## src/rtl/fp16_green_pkg.sv

```systemverilog
// Shared types and constants for the fp32 -> fp16 narrowing stage.
// Optional build macro GF_FP16_FTZ_EN is consumed by fp32_to_fp16_narrow.
package fp16_green_pkg;

    localparam int FP32_BIAS = 127;
    localparam int FP16_BIAS = 15;
    localparam logic [15:0] FP16_QNAN = 16'h7E00;
    localparam logic [15:0] FP16_INF = 16'h7C00;

    // Raw fp32 exponent thresholds for the conversion regions
    localparam logic [7:0] EXP_REBIAS = 8'(FP32_BIAS - FP16_BIAS);
    localparam logic [7:0] EXP_OVF = 8'(FP32_BIAS + FP16_BIAS + 1);
    localparam logic [7:0] EXP_NORM_MIN = EXP_REBIAS + 8'd1;
    localparam logic [7:0] EXP_SUB_MIN = EXP_NORM_MIN - 8'd11;

    typedef struct packed {
        logic        sign;
        logic [7:0]  exp;
        logic [22:0] mant;
    } fp32_t;

    typedef struct packed {
        logic       sign;
        logic [4:0] exp;
        logic [9:0] mant;
    } fp16_t;

    typedef struct packed {
        logic overflow;
        logic underflow;
        logic inexact;
    } conv_flags_t;

    typedef enum logic [2:0] {
        CLS_NAN,
        CLS_INF,
        CLS_ZERO,
        CLS_OVF,
        CLS_FIN
    } cls_e;

    typedef struct packed {
        logic       sign;
        cls_e       cls;
        logic [4:0] exp;
        logic [9:0] mant;
        logic       guard;
        logic       sticky;
        logic       tiny;
        logic       lost;
        logic       ovf_in;
        logic       unf_in;
    } s1_t;

    typedef struct packed {
        fp16_t       res;
        conv_flags_t flags;
    } s2_t;

    localparam int ENTRY_W = $bits(s2_t);

    function automatic logic rne_inc(
        input logic lsb,
        input logic guard,
        input logic sticky
    );
        return guard & (sticky | lsb);
    endfunction

endpackage

```

## src/rtl/fp32_to_fp16_narrow_if.sv

```systemverilog
// fp16 result handshake between the narrowing stage and its consumer.
interface fp32_to_fp16_narrow_if;

    logic [15:0] result;
    logic        valid_out;
    logic        ready_in;
    logic        overflow;
    logic        underflow;
    logic        inexact;

    modport master (
        output result,
        output valid_out,
        output overflow,
        output underflow,
        output inexact,
        input  ready_in
    );

    modport slave (
        input  result,
        input  valid_out,
        input  overflow,
        input  underflow,
        input  inexact,
        output ready_in
    );

endinterface

```

## src/rtl/gf_sync_fifo.sv

```systemverilog
// First-word-fall-through synchronous FIFO, synchronous active-low reset.
module gf_sync_fifo #(
    parameter int WIDTH = 19,
    parameter int DEPTH = 4
) (
    input  logic                       clk,
    input  logic                       rst_n,
    input  logic                       wr_en,
    input  logic [WIDTH-1:0]           din,
    input  logic                       rd_en,
    output logic [WIDTH-1:0]           dout,
    output logic                       full,
    output logic                       empty,
    output logic [$clog2(DEPTH):0]     count
);

    localparam int PTR_W = $clog2(DEPTH);
    localparam int CNT_W = PTR_W + 1;

    logic [WIDTH-1:0] mem_q [DEPTH];
    logic [PTR_W-1:0] wr_ptr_q, wr_ptr_d;
    logic [PTR_W-1:0] rd_ptr_q, rd_ptr_d;
    logic [CNT_W-1:0] cnt_q, cnt_d;
    logic             do_wr;
    logic             do_rd;

    // A write at full is still accepted when a read frees the slot
    always_comb begin
        full = (cnt_q == CNT_W'(DEPTH));
        empty = (cnt_q == '0);
        do_rd = rd_en & ~empty;
        do_wr = wr_en & (~full | do_rd);
        wr_ptr_d = wr_ptr_q + PTR_W'(do_wr);
        rd_ptr_d = rd_ptr_q + PTR_W'(do_rd);
        cnt_d = cnt_q + CNT_W'(do_wr) - CNT_W'(do_rd);
        dout = empty ? '0 : mem_q[rd_ptr_q];
        count = cnt_q;
    end

    always_ff @(posedge clk) begin
        if (!rst_n) begin
            wr_ptr_q <= '0;
            rd_ptr_q <= '0;
            cnt_q <= '0;
        end else begin
            wr_ptr_q <= wr_ptr_d;
            rd_ptr_q <= rd_ptr_d;
            cnt_q <= cnt_d;
        end
    end

    always_ff @(posedge clk) begin
        if (do_wr) begin
            mem_q[wr_ptr_q] <= din;
        end
    end

endmodule

```

## src/rtl/fp32_to_fp16_narrow.sv

```systemverilog
// fp32 -> fp16 RNE narrowing stage with flag merge and FWFT output FIFO.
// Define GF_FP16_FTZ_EN to flush fp16 subnormal results to signed zero.
module fp32_to_fp16_narrow
    import fp16_green_pkg::*;
#(
    parameter int FIFO_DEPTH = 4
) (
    input  logic                         clk,
    input  logic                         rst_n,
    input  logic                         valid_in,
    input  logic [31:0]                  a_in,
    input  logic                         ovf_in,
    input  logic                         unf_in,
    fp32_to_fp16_narrow_if.master        out_if,
    output logic                         fifo_full,
    output logic                         drop_err,
    input  logic                         clear_err
);

    localparam int CNT_W = $clog2(FIFO_DEPTH) + 1;

    fp32_t            a;
    s1_t              s1_d, s1_q;
    s2_t              s2_d, s2_q;
    logic             v1_d, v1_q;
    logic             v2_d, v2_q;
    logic             drop_err_d, drop_err_q;
    logic [14:0]      sum;
    logic             inc;
    s2_t              head;
    logic             empty;
    logic             full;
    logic [CNT_W-1:0] count;
    logic             pop;
    logic             drop_now;
`ifndef GF_FP16_FTZ_EN
    logic [45:0]      sub_wide;
`endif

    assign a = a_in;

    // s1: classify and extract significand, guard and sticky
    always_comb begin
`ifndef GF_FP16_FTZ_EN
        sub_wide = {1'b1, a.mant, 22'b0} >> (EXP_REBIAS - a.exp);
`endif
        s1_d = '0;
        s1_d.sign = a.sign;
        s1_d.ovf_in = ovf_in;
        s1_d.unf_in = unf_in;
        unique case (1'b1)
            (a.exp == 8'hFF) && (a.mant != '0): s1_d.cls = CLS_NAN;
            (a.exp == 8'hFF) && (a.mant == '0): s1_d.cls = CLS_INF;
            (a.exp == 8'h00): begin
                s1_d.cls = CLS_ZERO;
                s1_d.lost = |a.mant;
            end
            (a.exp >= EXP_OVF) && (a.exp != 8'hFF): begin
                s1_d.cls = CLS_OVF;
            end
            (a.exp >= EXP_NORM_MIN) && (a.exp < EXP_OVF): begin
                s1_d.cls = CLS_FIN;
                s1_d.exp = 5'(a.exp - EXP_REBIAS);
                s1_d.mant = a.mant[22:13];
                s1_d.guard = a.mant[12];
                s1_d.sticky = |a.mant[11:0];
            end
            (a.exp >= EXP_SUB_MIN) && (a.exp < EXP_NORM_MIN): begin
`ifdef GF_FP16_FTZ_EN
                s1_d.cls = CLS_ZERO;
                s1_d.lost = 1'b1;
`else
                s1_d.cls = CLS_FIN;
                s1_d.tiny = 1'b1;
                s1_d.mant = sub_wide[45:36];
                s1_d.guard = sub_wide[35];
                s1_d.sticky = |sub_wide[34:0];
`endif
            end
            (a.exp != 8'h00) && (a.exp < EXP_SUB_MIN): begin
                s1_d.cls = CLS_ZERO;
                s1_d.lost = 1'b1;
            end
            default: ;
        endcase
    end

    // s2: a single add rounds both paths; carries ripple into the exponent
    always_comb begin
        inc = rne_inc(s1_q.mant[0], s1_q.guard, s1_q.sticky);
        sum = {s1_q.exp, s1_q.mant} + {14'b0, inc};
        s2_d = '0;
        s2_d.res.sign = s1_q.sign;
        unique case (s1_q.cls)
            CLS_NAN: begin
                {s2_d.res.exp, s2_d.res.mant} = FP16_QNAN[14:0];
            end
            CLS_INF: begin
                {s2_d.res.exp, s2_d.res.mant} = FP16_INF[14:0];
            end
            CLS_ZERO: begin
                s2_d.flags.underflow = s1_q.lost;
                s2_d.flags.inexact = s1_q.lost;
            end
            CLS_OVF: begin
                {s2_d.res.exp, s2_d.res.mant} = FP16_INF[14:0];
                s2_d.flags.overflow = 1'b1;
                s2_d.flags.inexact = 1'b1;
            end
            CLS_FIN: begin
                {s2_d.res.exp, s2_d.res.mant} = sum;
                s2_d.flags.inexact = s1_q.guard | s1_q.sticky;
                s2_d.flags.overflow = ~s1_q.tiny & (sum[14:10] == 5'h1F);
                s2_d.flags.underflow = s1_q.tiny & (s1_q.guard | s1_q.sticky);
            end
            default: ;
        endcase
        s2_d.flags.overflow = s2_d.flags.overflow | s1_q.ovf_in;
        s2_d.flags.underflow = s2_d.flags.underflow | s1_q.unf_in;
    end

    always_comb begin
        v1_d = valid_in;
        v2_d = v1_q;
        pop = out_if.valid_out & out_if.ready_in;
        drop_now = v2_q & full & ~pop;
        drop_err_d = drop_now | (drop_err_q & ~clear_err);
    end

    always_ff @(posedge clk) begin
        if (!rst_n) begin
            v1_q <= 1'b0;
            v2_q <= 1'b0;
            s1_q <= '0;
            s2_q <= '0;
            drop_err_q <= 1'b0;
        end else begin
            v1_q <= v1_d;
            v2_q <= v2_d;
            s1_q <= s1_d;
            s2_q <= s2_d;
            drop_err_q <= drop_err_d;
        end
    end

    gf_sync_fifo #(
        .WIDTH (ENTRY_W),
        .DEPTH (FIFO_DEPTH)
    ) u_fifo (
        .clk   (clk),
        .rst_n (rst_n),
        .wr_en (v2_q),
        .din   (s2_q),
        .rd_en (pop),
        .dout  (head),
        .full  (full),
        .empty (empty),
        .count (count)
    );

    assign out_if.valid_out = ~empty;
    assign out_if.result = head.res;
    assign out_if.overflow = head.flags.overflow;
    assign out_if.underflow = head.flags.underflow;
    assign out_if.inexact = head.flags.inexact;
    assign fifo_full = (count == CNT_W'(FIFO_DEPTH));
    assign drop_err = drop_err_q;

endmodule

```

## src/flat_wrapper.sv

```systemverilog
// flat-port wrapper written by rule: the top's interface ports become plain ports
module fp32_to_fp16_narrow_flat import fp16_green_pkg::*;
#(
    parameter int FIFO_DEPTH = 4
)
  (clk, rst_n, valid_in, a_in, ovf_in, unf_in, fifo_full, drop_err, clear_err, out_if_result, out_if_valid_out, out_if_overflow, out_if_underflow, out_if_inexact, out_if_ready_in);
  fp32_to_fp16_narrow_if out_if_i ();
  input  logic clk;
  input  logic rst_n;
  input  logic valid_in;
  input  logic [31:0] a_in;
  input  logic ovf_in;
  input  logic unf_in;
  output logic fifo_full;
  output logic drop_err;
  input  logic clear_err;
  output wire logic [$bits(out_if_i.result)-1:0] out_if_result;
  output wire logic [$bits(out_if_i.valid_out)-1:0] out_if_valid_out;
  output wire logic [$bits(out_if_i.overflow)-1:0] out_if_overflow;
  output wire logic [$bits(out_if_i.underflow)-1:0] out_if_underflow;
  output wire logic [$bits(out_if_i.inexact)-1:0] out_if_inexact;
  input wire logic [$bits(out_if_i.ready_in)-1:0] out_if_ready_in;
  assign out_if_result = out_if_i.result;
  assign out_if_valid_out = out_if_i.valid_out;
  assign out_if_overflow = out_if_i.overflow;
  assign out_if_underflow = out_if_i.underflow;
  assign out_if_inexact = out_if_i.inexact;
  assign out_if_i.ready_in = out_if_ready_in;
  fp32_to_fp16_narrow #(.FIFO_DEPTH(FIFO_DEPTH)) u_core (.clk(clk), .rst_n(rst_n), .valid_in(valid_in), .a_in(a_in), .ovf_in(ovf_in), .unf_in(unf_in), .out_if(out_if_i), .fifo_full(fifo_full), .drop_err(drop_err), .clear_err(clear_err));
endmodule
```

## config.mk

```make
export PLATFORM = sky130hd
export DESIGN_NAME = fp32_to_fp16_narrow_flat
export DESIGN_NICKNAME = d
export VERILOG_FILES = /design/src/rtl/fp16_green_pkg.sv /design/src/rtl/fp32_to_fp16_narrow_if.sv /design/src/rtl/gf_sync_fifo.sv /design/src/rtl/fp32_to_fp16_narrow.sv /design/src/flat_wrapper.sv
export SDC_FILE = /design/constraint.sdc
export NUM_CORES = 1
export LEC_CHECK = 0
export CELL_PAD_IN_SITES_DETAIL_PLACEMENT = 0
export CELL_PAD_IN_SITES_GLOBAL_PLACEMENT = 2
export CORE_UTILIZATION = 33
export CTS_BUF_LIST = sky130_fd_sc_hd__clkbuf_2 sky130_fd_sc_hd__clkbuf_4 sky130_fd_sc_hd__clkbuf_8
export DETAILED_ROUTE_END_ITERATION = 6
export PLACE_DENSITY = 0.67
export SLEW_MARGIN = 0
export SYNTH_ARGS = -nofsm -noshare
export SYNTH_HDL_FRONTEND = slang
export SYNTH_HIERARCHICAL = 1
export SYNTH_SLANG_ARGS = --single-unit
```

## constraint.sdc

```tcl
create_clock -name clk -period 3 [get_ports clk]
set_input_delay 0.6 -clock clk [delete_from_list [all_inputs] [get_ports clk]]
set_output_delay 0.6 -clock clk [all_outputs]
set_load 0.01 [all_outputs]
```

==> results of run 1 <==
-- layout by cell type (no fill, tap or decap), types with 5 or more instances in the layout --
cell / count
nor2b_1: 16
o21ai_1: 8
nand2_1: 35
mux4_2: 17
buf_4: 69
clkbuf_8: 18
edfxtp_1: 76
o31ai_1: 5
bufinv_16: 6
a211oi_1: 9
nand2b_1: 5
ha_1: 8
inv_1: 13
dfxtp_1: 54
nor2_1: 38
o21a_1: 5
nor3_1: 5
nor4_1: 8
mux2i_1: 5
xnor2_1: 9
and2_1: 22
o21ai_0: 10
a21oi_1: 11
mux4_1: 9
clkdlybuf4s50_1: 60
xor2_1: 9
nand3_1: 15
nor2b_4: 10
-- cell usage after synthesis, types with 7 or more instances --
cell type  count  area (sq um)
mux4_1        10           263
nor2b_1       16           100
nor4_1         8          50.1
o21ai_1        8          40.0
o21ai_0       10          50.1
buf_6          7          78.8
edfxtp_1      76          2280
nor2b_4       10           138
xnor2_1        9          78.8
inv_1         13          48.8
and2_1        22           138
nand2_1       35           131
a211oi_1       9          67.6
nor2_1        38           143
dfxtp_1       54          1080
ha_1           9           113
nand3_1       15          75.1
clkbuf_1       7          26.3
xor2_1         9          78.8
a21oi_1       11          55.1
mux4_2        16           360
-- state kept, by name, indices dropped and copies added, names as in the netlist --
name,count
u_core/s1_q,25
u_core/u_fifo/rd_ptr_q,2
u_core/u_fifo/wr_ptr_q,2
u_core/v2_q,1
u_core/drop_err,1
u_core/s2_q,19
u_core/u_fifo/count,3
u_core/v1_q,1
u_core/u_fifo/mem_q,76
-- cell type report --
type	count	share of cell area, %
Inverter	15	0.678
Multi-Input combinational cell	347	35.0
Timing Repair Buffer	132	14.1
Tap cell	260	3.92
Sequential cell	130	40.5
Clock inverter	14	2.82
Clock buffer	18	2.98
-- report_power, final --
group,switching [mW],internal [mW]
combinational,0.573,0.635
sequential,0.0540,1.94
clock,0.641,1.09
total,1.27,3.67
-- worst max-delay path: stages --
cell             delay, ns
clkdlybuf4s50_1       0.49
inv_1                 0.08
ha_4                  0.31
mux4_2                0.53
o31a_1                0.31
a21oi_2               0.13
o2111ai_1             0.11
or3_1                 0.38
o31a_1                0.30
-- cell families after synthesis --
| logic type | count (synthesis) |
|---|---|
| DFF | 130 |
| and+or+nand+nor | 185 |
| xor gates and xnor gates | 21 |
| adders and majority gates | 10 |
| AOI/OAI and AO/OA | 95 |
| muxes | 36 |
| buffers and inverters | 39 |
-- metrics by stage --
step	util (%)	hold WS (ns)	setup TNS, ns	power, mW
2_1_floorplan	-	0.412	0	2.73
3_3_place_gp	40.9	0.418	-0.721	3.24
3_5_place_dp	40.9	0.420	-0.762	3.25
4_1_cts	43.6	0.437	0	5.00
5_1_grt	43.7	0.468	0	5.20
6_report	43.7	0.437	0	4.94
-- routing by layer --
layer / up-vias / global-route usage (%) / wire length [um]
met5: - / 0 / 0
met4: 0 / 4.75 / 149
met3: 10 / 3.06 / 378
met2: 85 / 28.0 / 7530
met1: 2149 / 18.5 / 6380
li1: 2221 / - / -
-- final timing paths --
| path | end | cells past startpoint |
|---|---|---|
| worst max-delay path | u_core/s1_q[4] | 9 |
| worst min-delay path | u_core/s2_q[18] | 1 |
| worst max register to register | u_core/s2_q[2] | 11 |
| worst min register to register | u_core/s2_q[18] | 1 |
-- repair_timing --
action / in CTS / in global routing
setup buffers: 3 / 0
resized for setup: 2 / 3
endpoints found under the setup margin: 1 / 1
pin swaps: 1 / 1
cloned: 0 / 0
==> impl_metrics.json, run 1 <==
{
  "port-buffer-count": 60,
  "synth-xor-area-share_pct": 3.36,
  "grt_use_total_pct": 15.5,
  "arrival_ns": 3.24,
  "cp-start-kind": "input port",
  "critPathLaunch": "a_in[24]",
  "end_kind": "flip-flop",
  "rrSetupSlack_ns": 0.62,
  "first_pass_iters": 7,
  "min_from": "u_core/s1_q[24]",
  "layout_setup_ws_ns": 0.0646,
  "critPathKind": "in2reg",
  "fin_crit_ns": 2.94,
  "ys.flop_type": "edfxtp_1",
  "multi_input_area_sq_um": 2910,
  "fp.dieH_um": 142,
  "seq_area_frac_synth_pct": 51.8,
  "cts_sinks": 130,
  "slew_headroom_pct": 59.0,
  "die_width_um": 142,
  "rows": 50,
  "dieArea_sq_um": 20200,
  "synth_top_family_by_area": "simple AND/OR/NAND/NOR gates",
  "ios": 61,
  "tightest_slew_ns": 0.608,
  "path_clk_slew_ns": 0.07,
  "finalSetupViolCount": 0,
  "worstPathMaxFanout": 4,
  "grt_max_degree": 42,
  "routed_wl_um": 14400,
  "dr.first_iter.drc_count": 157,
  "place_inst": 881,
  "cts_max_path_buffers": 2,
  "muxShareOfSynthArea_pct": 11.2,
  "yosys.area_share.simple_pct": 16.7,
  "fin_cells": 916,
  "slew_viol_final": 0,
  "fillCellCount": 1827,
  "maxCapViolCount": 0,
  "worstPathRequired_ns": 3.31,
  "start_util_pct": 34.1,
  "place.gp.congestion": 0.832,
  "yosysUniqueCellTypes": 80,
  "syn_inst": 516,
  "rsz0062_at_grt": "false",
  "synth_fa_ha_area_share_pct": 2.04,
  "period_share_pct": 97.8,
  "cts_tree": "yes",
  "root_buffer": "clkbuf_8",
  "grt_pass1_vias": 4663,
  "clock_latency_ns": 0.42,
  "synth_compound_area_share_pct": 10.9,
  "wl_per_cell_um": 15.8,
  "ys_seq_elements": 130,
  "ys_warn_count": 6,
  "synth_edf_count": 76,
  "drive_gt1_share_pct": 23.2,
  "power_density_nw_per_um2": 595,
  "status": "completed",
  "ctsHoldBuffers": 0,
  "via_count": 4465,
  "core-area_sq_um": 19000,
  "cts_made_buffers": 17,
  "nNetsFinal": 692,
  "regToRegStartpoint": "u_core/s1_q[4]",
  "maxClockFrequency_mhz": 341,
  "clock_skew_ns": 0.0115,
  "regArea_sq_um": 3360,
  "finalHoldViolCount": 0,
  "place_ws_ns": -0.518,
  "ir_worst_vdd_v": 0.000275,
  "diodes": 0,
  "via_per_inst": 4.87,
  "async_flop_share_pct": 0,
  "htree_levels": 4,
  "p_leak_nw": 2.93,
  "grt_pass1_wl_um": 24100,
  "avgSynthCellArea_sq_um": 12.6,
  "drc_errors": 0,
  "layout-area-overhead-vs-synth_pct": 28.0,
  "design_area_sq_um": 8300,
  "min_path_type": "reg2reg",
  "antenna_found_initial": 0,
  "post-dp-hpwl_um": 10700,
  "syn-cell-area_sq_um": 6490,
  "overflow": 0,
  "antenna_left": 0,
  "placed_area_sq_um": 7780,
  "synth_fp_nets": 565
}
Power figures use the tool's default switching activity.
==> inputs of run 2 (changes only) <==
CTS_CLUSTER_SIZE = 16   (was not set)
HOLD_SLACK_MARGIN = 0.12   (was not set)
==> results of run 2 <==
No change in the layout: final DEF, timing and power equal those of run 1.
==> inputs of run 3 (changes only) <==
CORE_MARGIN = 1   (was not set)
CORE_UTILIZATION = 37   (was 33)
PLACE_DENSITY = 0.74   (was 0.67)
==> impl_metrics.json, run 3 (synthesized netlist as in run 1, its figures left out) <==
{
  "status": "completed",
  "wl_per_cell_um": 16.1,
  "regMostFlops": "u_core/u_fifo/mem_q",
  "whs_path_depth": 1,
  "diodes": 0,
  "start_util_pct": 37.6,
  "tightest_slew_ns": 0.499,
  "clock_skew_ns": 0.00977,
  "core-area_sq_um": 17200,
  "finalPower_mw": 4.53,
  "final_core_util_pct": 47.4,
  "cts_tree": "yes",
  "largest_reg_flops": 76,
  "slew_headroom_pct": 66.4,
  "fp.dieH_um": 134,
  "worstPathMaxFanout": 4,
  "path_clk_slew_ns": 0.07,
  "min_from": "u_core/v1_q",
  "routed_wl_um": 14300,
  "rows": 48,
  "dr.first_iter.drc_count": 206,
  "drive_gt1_share_pct": 23.5,
  "arrival_ns": 3.23,
  "layout_common_cells": "edfxtp_1 (76), buf_4 (75), clkdlybuf4s50_1 (60)",
  "maxClockFrequency_mhz": 341,
  "finalSetupViolCount": 0,
  "port-buffer-count": 60,
  "min_path_type": "reg2reg",
  "post-dp-hpwl_um": 10700,
  "grt_max_degree": 42,
  "min_to": "u_core/v2_q",
  "fin_crit_ns": 2.93,
  "cts_sinks": 130,
  "layout_setup_ws_ns": 0.0673,
  "ios": 61,
  "period_share_pct": 97.8,
  "critPathKind": "in2reg",
  "ir_worst_vdd_v": 0.000305,
  "p_leak_nw": 2.88,
  "final_common_cell": "edfxtp_1",
  "grt_pass1_wl_um": 23400,
  "dieArea_sq_um": 18100,
  "regToRegStartpoint": "u_core/s1_q[4]",
  "grt_use_total_pct": 16.9,
  "finalHoldViolCount": 0,
  "r2r_cells": 11,
  "first_pass_iters": 4,
  "maxCapViolCount": 0,
  "nNetsFinal": 696,
  "clock_latency_ns": 0.42,
  "power_density_nw_per_um2": 555,
  "slew_viol_final": 0,
  "cts_made_buffers": 17,
  "via_per_inst": 5.05,
  "drc_errors": 0,
  "fillCellCount": 1597,
  "place_ws_ns": -0.504,
  "grt_pass1_vias": 4678,
  "via_count": 4467,
  "rrSetupSlack_ns": 0.63,
  "layout-area-overhead-vs-synth_pct": 25.8,
  "worstPathRequired_ns": 3.30,
  "antenna_found_initial": 0,
  "root_buffer": "clkbuf_8",
  "r2r-end": "u_core/s2_q[2]",
  "overflow": 0,
  "htree_levels": 4,
  "end_kind": "flip-flop",
  "cp-start-kind": "input port",
  "die_width_um": 134,
  "place.gp.congestion": 0.828,
  "top_regs": "u_core/u_fifo/mem_q (76), u_core/s1_q (25), u_core/s2_q (19)",
  "cts_max_path_buffers": 2,
  "antenna_left": 0,
  "whs_ns": 0.438
}
[run 3: power breakdown]
group,total (mW),switching (mW),internal [mW]
Sequential,2.00,0.0574,1.94
Combinational,1.20,0.566,0.635
Clock,1.33,0.645,0.681
Total,4.53,1.27,3.26
[run 3: worst max-delay path: stages]
cell and delay, ns:
clkdlybuf4s50_1 0.47, inv_1 0.08, ha_4 0.31, buf_4 0.13
mux4_1 0.58, o211ai_1 0.24, o2111ai_1 0.13, or3_1 0.39
o31a_1 0.30
[run 3: what timing repair did]
item,in CTS,in global routing
hold buffers,0,0
endpoints found under the hold margin,0,0
setup buffers,0,1
endpoints found under the setup margin,9,2
gates resized for setup,2,2
[run 3: metal layers]
metal / vias to the layer above / GRT usage, % / share of wire, %
met1: 2146 / 19.3 / 42
li1: 2224 / - / -
met4: 0 / 6.05 / 1.2
met3: 11 / 2.87 / 2.4
met5: - / 0 / 0
met2: 86 / 31.5 / 54
[run 3: final cells by class]
type	instances	area, sq um	share of cell area, %
timing repair buffer	136	1180	14.5
clock buffer	19	255	3.13
clock inverter	13	114	1.39
tap	225	282	3.45
inverter	15	56.3	0.690
multi-input combinational	347	2910	35.6
sequential	130	3370	41.2
[run 3: worst max path at each step]
stage / from / end / slack (ns) / depth (start not counted)
2_1_floorplan: a_in[23] / u_core/s1_q[4] / 0.02 / 10
3_3_place_gp: a_in[24] / u_core/s1_q[4] / -0.45 / 9
3_5_place_dp: a_in[23] / u_core/s1_q[4] / -0.50 / 9
4_1_cts: a_in[24] / u_core/s1_q[4] / 0.002 / 9
5_1_grt: a_in[24] / u_core/s1_q[4] / -0.02 / 11
6_report: a_in[24] / u_core/s1_q[4] / 0.07 / 9
[run 3: per-stage QoR]
step	cells	cell area, sq um	setup TNS [ns]
6_report	885	8160	0
5_1_grt	885	8160	-0.0231
4_1_cts	884	8140	0
3_5_place_dp	852	7770	-0.904
3_3_place_gp	852	7770	-0.738
2_1_floorplan	516	6500	0
==> RTL edit, RTL diff (settings of run 3) <==
`FIFO_DEPTH` is set to 4 in 2 places; all go to 2.
--- a/src/rtl/fp32_to_fp16_narrow.sv
+++ b/src/rtl/fp32_to_fp16_narrow.sv
@@ -4,5 +4,5 @@
     import fp16_green_pkg::*;
 #(
-    parameter int FIFO_DEPTH = 4
+    parameter int FIFO_DEPTH = 2
 ) (
     input  logic                         clk,
--- a/src/flat_wrapper.sv
+++ b/src/flat_wrapper.sv
@@ -2,5 +2,5 @@
 module fp32_to_fp16_narrow_flat import fp16_green_pkg::*;
 #(
-    parameter int FIFO_DEPTH = 4
+    parameter int FIFO_DEPTH = 2
 )
   (clk, rst_n, valid_in, a_in, ovf_in, unf_in, fifo_full, drop_err, clear_err, out_if_result, out_if_valid_out, out_if_overflow, out_if_underflow, out_if_inexact, out_if_ready_in);
Formal check against the unedited RTL: not equivalent (Yosys sat finds a counterexample within 10 cycles, from zero or initial values and one cycle with rst_n low).
==> RTL edit against run 3 <==
- count of clock-buffer cells in the layout down 7
- power fell by 45%
- sequential cell count is 40 lower
- global-route usage rose by 0.24 points
- maximum frequency grew 6.6%
- area after synthesis fell by 28%
- design area fell by 29%
- wire length fell by 26%
- setup slack improved by 180 ps
- critical path type unchanged
- largest cell class is now multi-input gates
- highest routed layer unchanged
==> RTL edit: results (changes against run 3) <==
[routing]
drt_iter0_drc = 175  ; -15%
vias = 3577  ; -20%
wl_per_cell_um = 15.0  ; -7.2%

[power]
p_leak_nw = 2.09  ; -28%
ir_worst_vdd_mv = 0.167  ; -45%

[placement]
dp_hpwl_um = 8190  ; -24%
placed_area_mm2 = 0.00566  ; -27%
routabilityCongestion = 0.856  ; +3.4%

[synth]
synthTopCellsByArea = edfxtp_1 (25%), dfxtp_1 (22%), mux2i_1 (6.3%), mux4_2 (5.8%), nor2_1 (4.4%)
syn-num-nets = 487  ; -14%
ys.flop_type = dfxtp_1
yosys.cell_types.count = 66  ; -18%
synth_edf_count = 38  ; -50%
yosys-top-cells-count = nor2_1 (54), dfxtp_1 (52), edfxtp_1 (38)

[clock_network]
cts_resized = 0  ; -2
cts.clk_slew.worst_paths_ps = 90  ; +20 ps
clock_latency_ps = 360  ; -60 ps
cts_buffers = 9  ; -8

[critical_path]
slowest_stage = mux4_2
crit_family = multiplexers
reg2reg_depth = 9  ; -2
max_stage_delay_ps = 550  ; -30 ps
crit_path_max_fanout = 3  ; -1
rrSetupSlack_ps = 590  ; -40 ps

[status]
status = finished, final reports clean

[hold_path]
hold_end = u_core/u_fifo/mem_q[1][7]$_DFFE_PP_
holdPathStages = 0  ; -1
worstHoldStart = u_core/s2_q[7]$_SDFF_PN0_

[grt]
grt_max_degree = 44  ; +4.8%
grt_pass1_wl_um = 17400  ; -26%
grt_pass1_vias = 3476  ; -26%

[sta]
finClkSkew_ps = 14.8  ; +5.06 ps

[RTL edit: changes by cell type in the layout (fill, tap and decap cells not counted), sizes merged, moves of 7 or more]
cell    delta
edfxtp    -38
buf       -31
nor2      +14
nor2b     -14
and2      -10
a21oi     +11
mux2i     +24
mux4      -14
nand2     -11
clkbuf     -7
[RTL edit: final cells by class]
class | instances | area [µm²] | share of cell area (%)
clock buffers | 12 | 146 | 2.51
clock inverters | 3 | 25.0 | 0.429
inverters | 15 | 56.3 | 0.965
multi-input cells | 313 | 2270 | 39.0
flip-flops and latches | 90 | 2180 | 37.4
well taps | 168 | 210 | 3.60
repair buffers | 104 | 938 | 16.1
[RTL edit: logic make-up after synthesis]
group                      synth area share (%)
buffers and inverters                      4.01
adders and majority gates                  2.43
AOI/OAI and AO/OA                          12.4
xor gates and xnor gates                   4.28
muxes                                      12.6
and+or+nand+nor                            17.3
DFF                                        47.0
[RTL edit: per-stage QoR]
step           std cells  utilization (%)  hold slack (ps)  setup WS, ps  power [mW]
5_1_grt              705             48.2              438           122        2.63
3_5_place_dp         690             46.7              412          -122        1.80
2_1_floorplan        439                -              404          15.9        1.59
6_report             705             48.2              425           250        2.51
4_1_cts              705             48.2              430           259        2.54
3_3_place_gp         690             46.7              405         -89.9        1.81
[RTL edit: worst max path at each step]
stage	slack, ps	startpoint	depth (start not counted)	endpoint
finish	250	a_in[24]	10	u_core/s1_q[4]$_SDFF_PN0_
global route	120	a_in[24]	9	u_core/s1_q[4]$_SDFF_PN0_
CTS	260	a_in[24]	10	u_core/s1_q[4]$_SDFF_PN0_
detailed placement	-120	a_in[24]	9	u_core/s1_q[4]$_SDFF_PN0_
global placement	-90	a_in[24]	9	u_core/s1_q[4]$_SDFF_PN0_
floorplan	20	a_in[23]	11	u_core/s1_q[4]$_SDFF_PN0_
[RTL edit: layer usage]
metal	vias to the layer above	GRT usage (%)	wire length, µm	part of all wire, %
li1	1800	-	-	-
met1	1678	22.1	4990	47
met2	82	28.4	5000	47
met3	17	3.40	337	3.2
met4	0	6.41	240	2.3
met5	-	0	0	0
[RTL edit: report_power, final]
| group | total, mW | leakage, nW | internal, mW | switching [mW] |
|---|---|---|---|---|
| registers | 1.32 | 0.772 | 1.31 | 0.0187 |
| logic | 0.450 | 1.23 | 0.229 | 0.220 |
| clock network | 0.736 | 0.0873 | 0.329 | 0.407 |
[RTL edit: worst register-to-register path: stages (launching register included)]
cell and delay, ps:
dfxtp_1 390, o21a_1 140, ha_1 220, ha_1 200, and3_1 300, nand4_1 140
xor2_1 180, or3_1 330, or3_1 310, a21oi_1 120
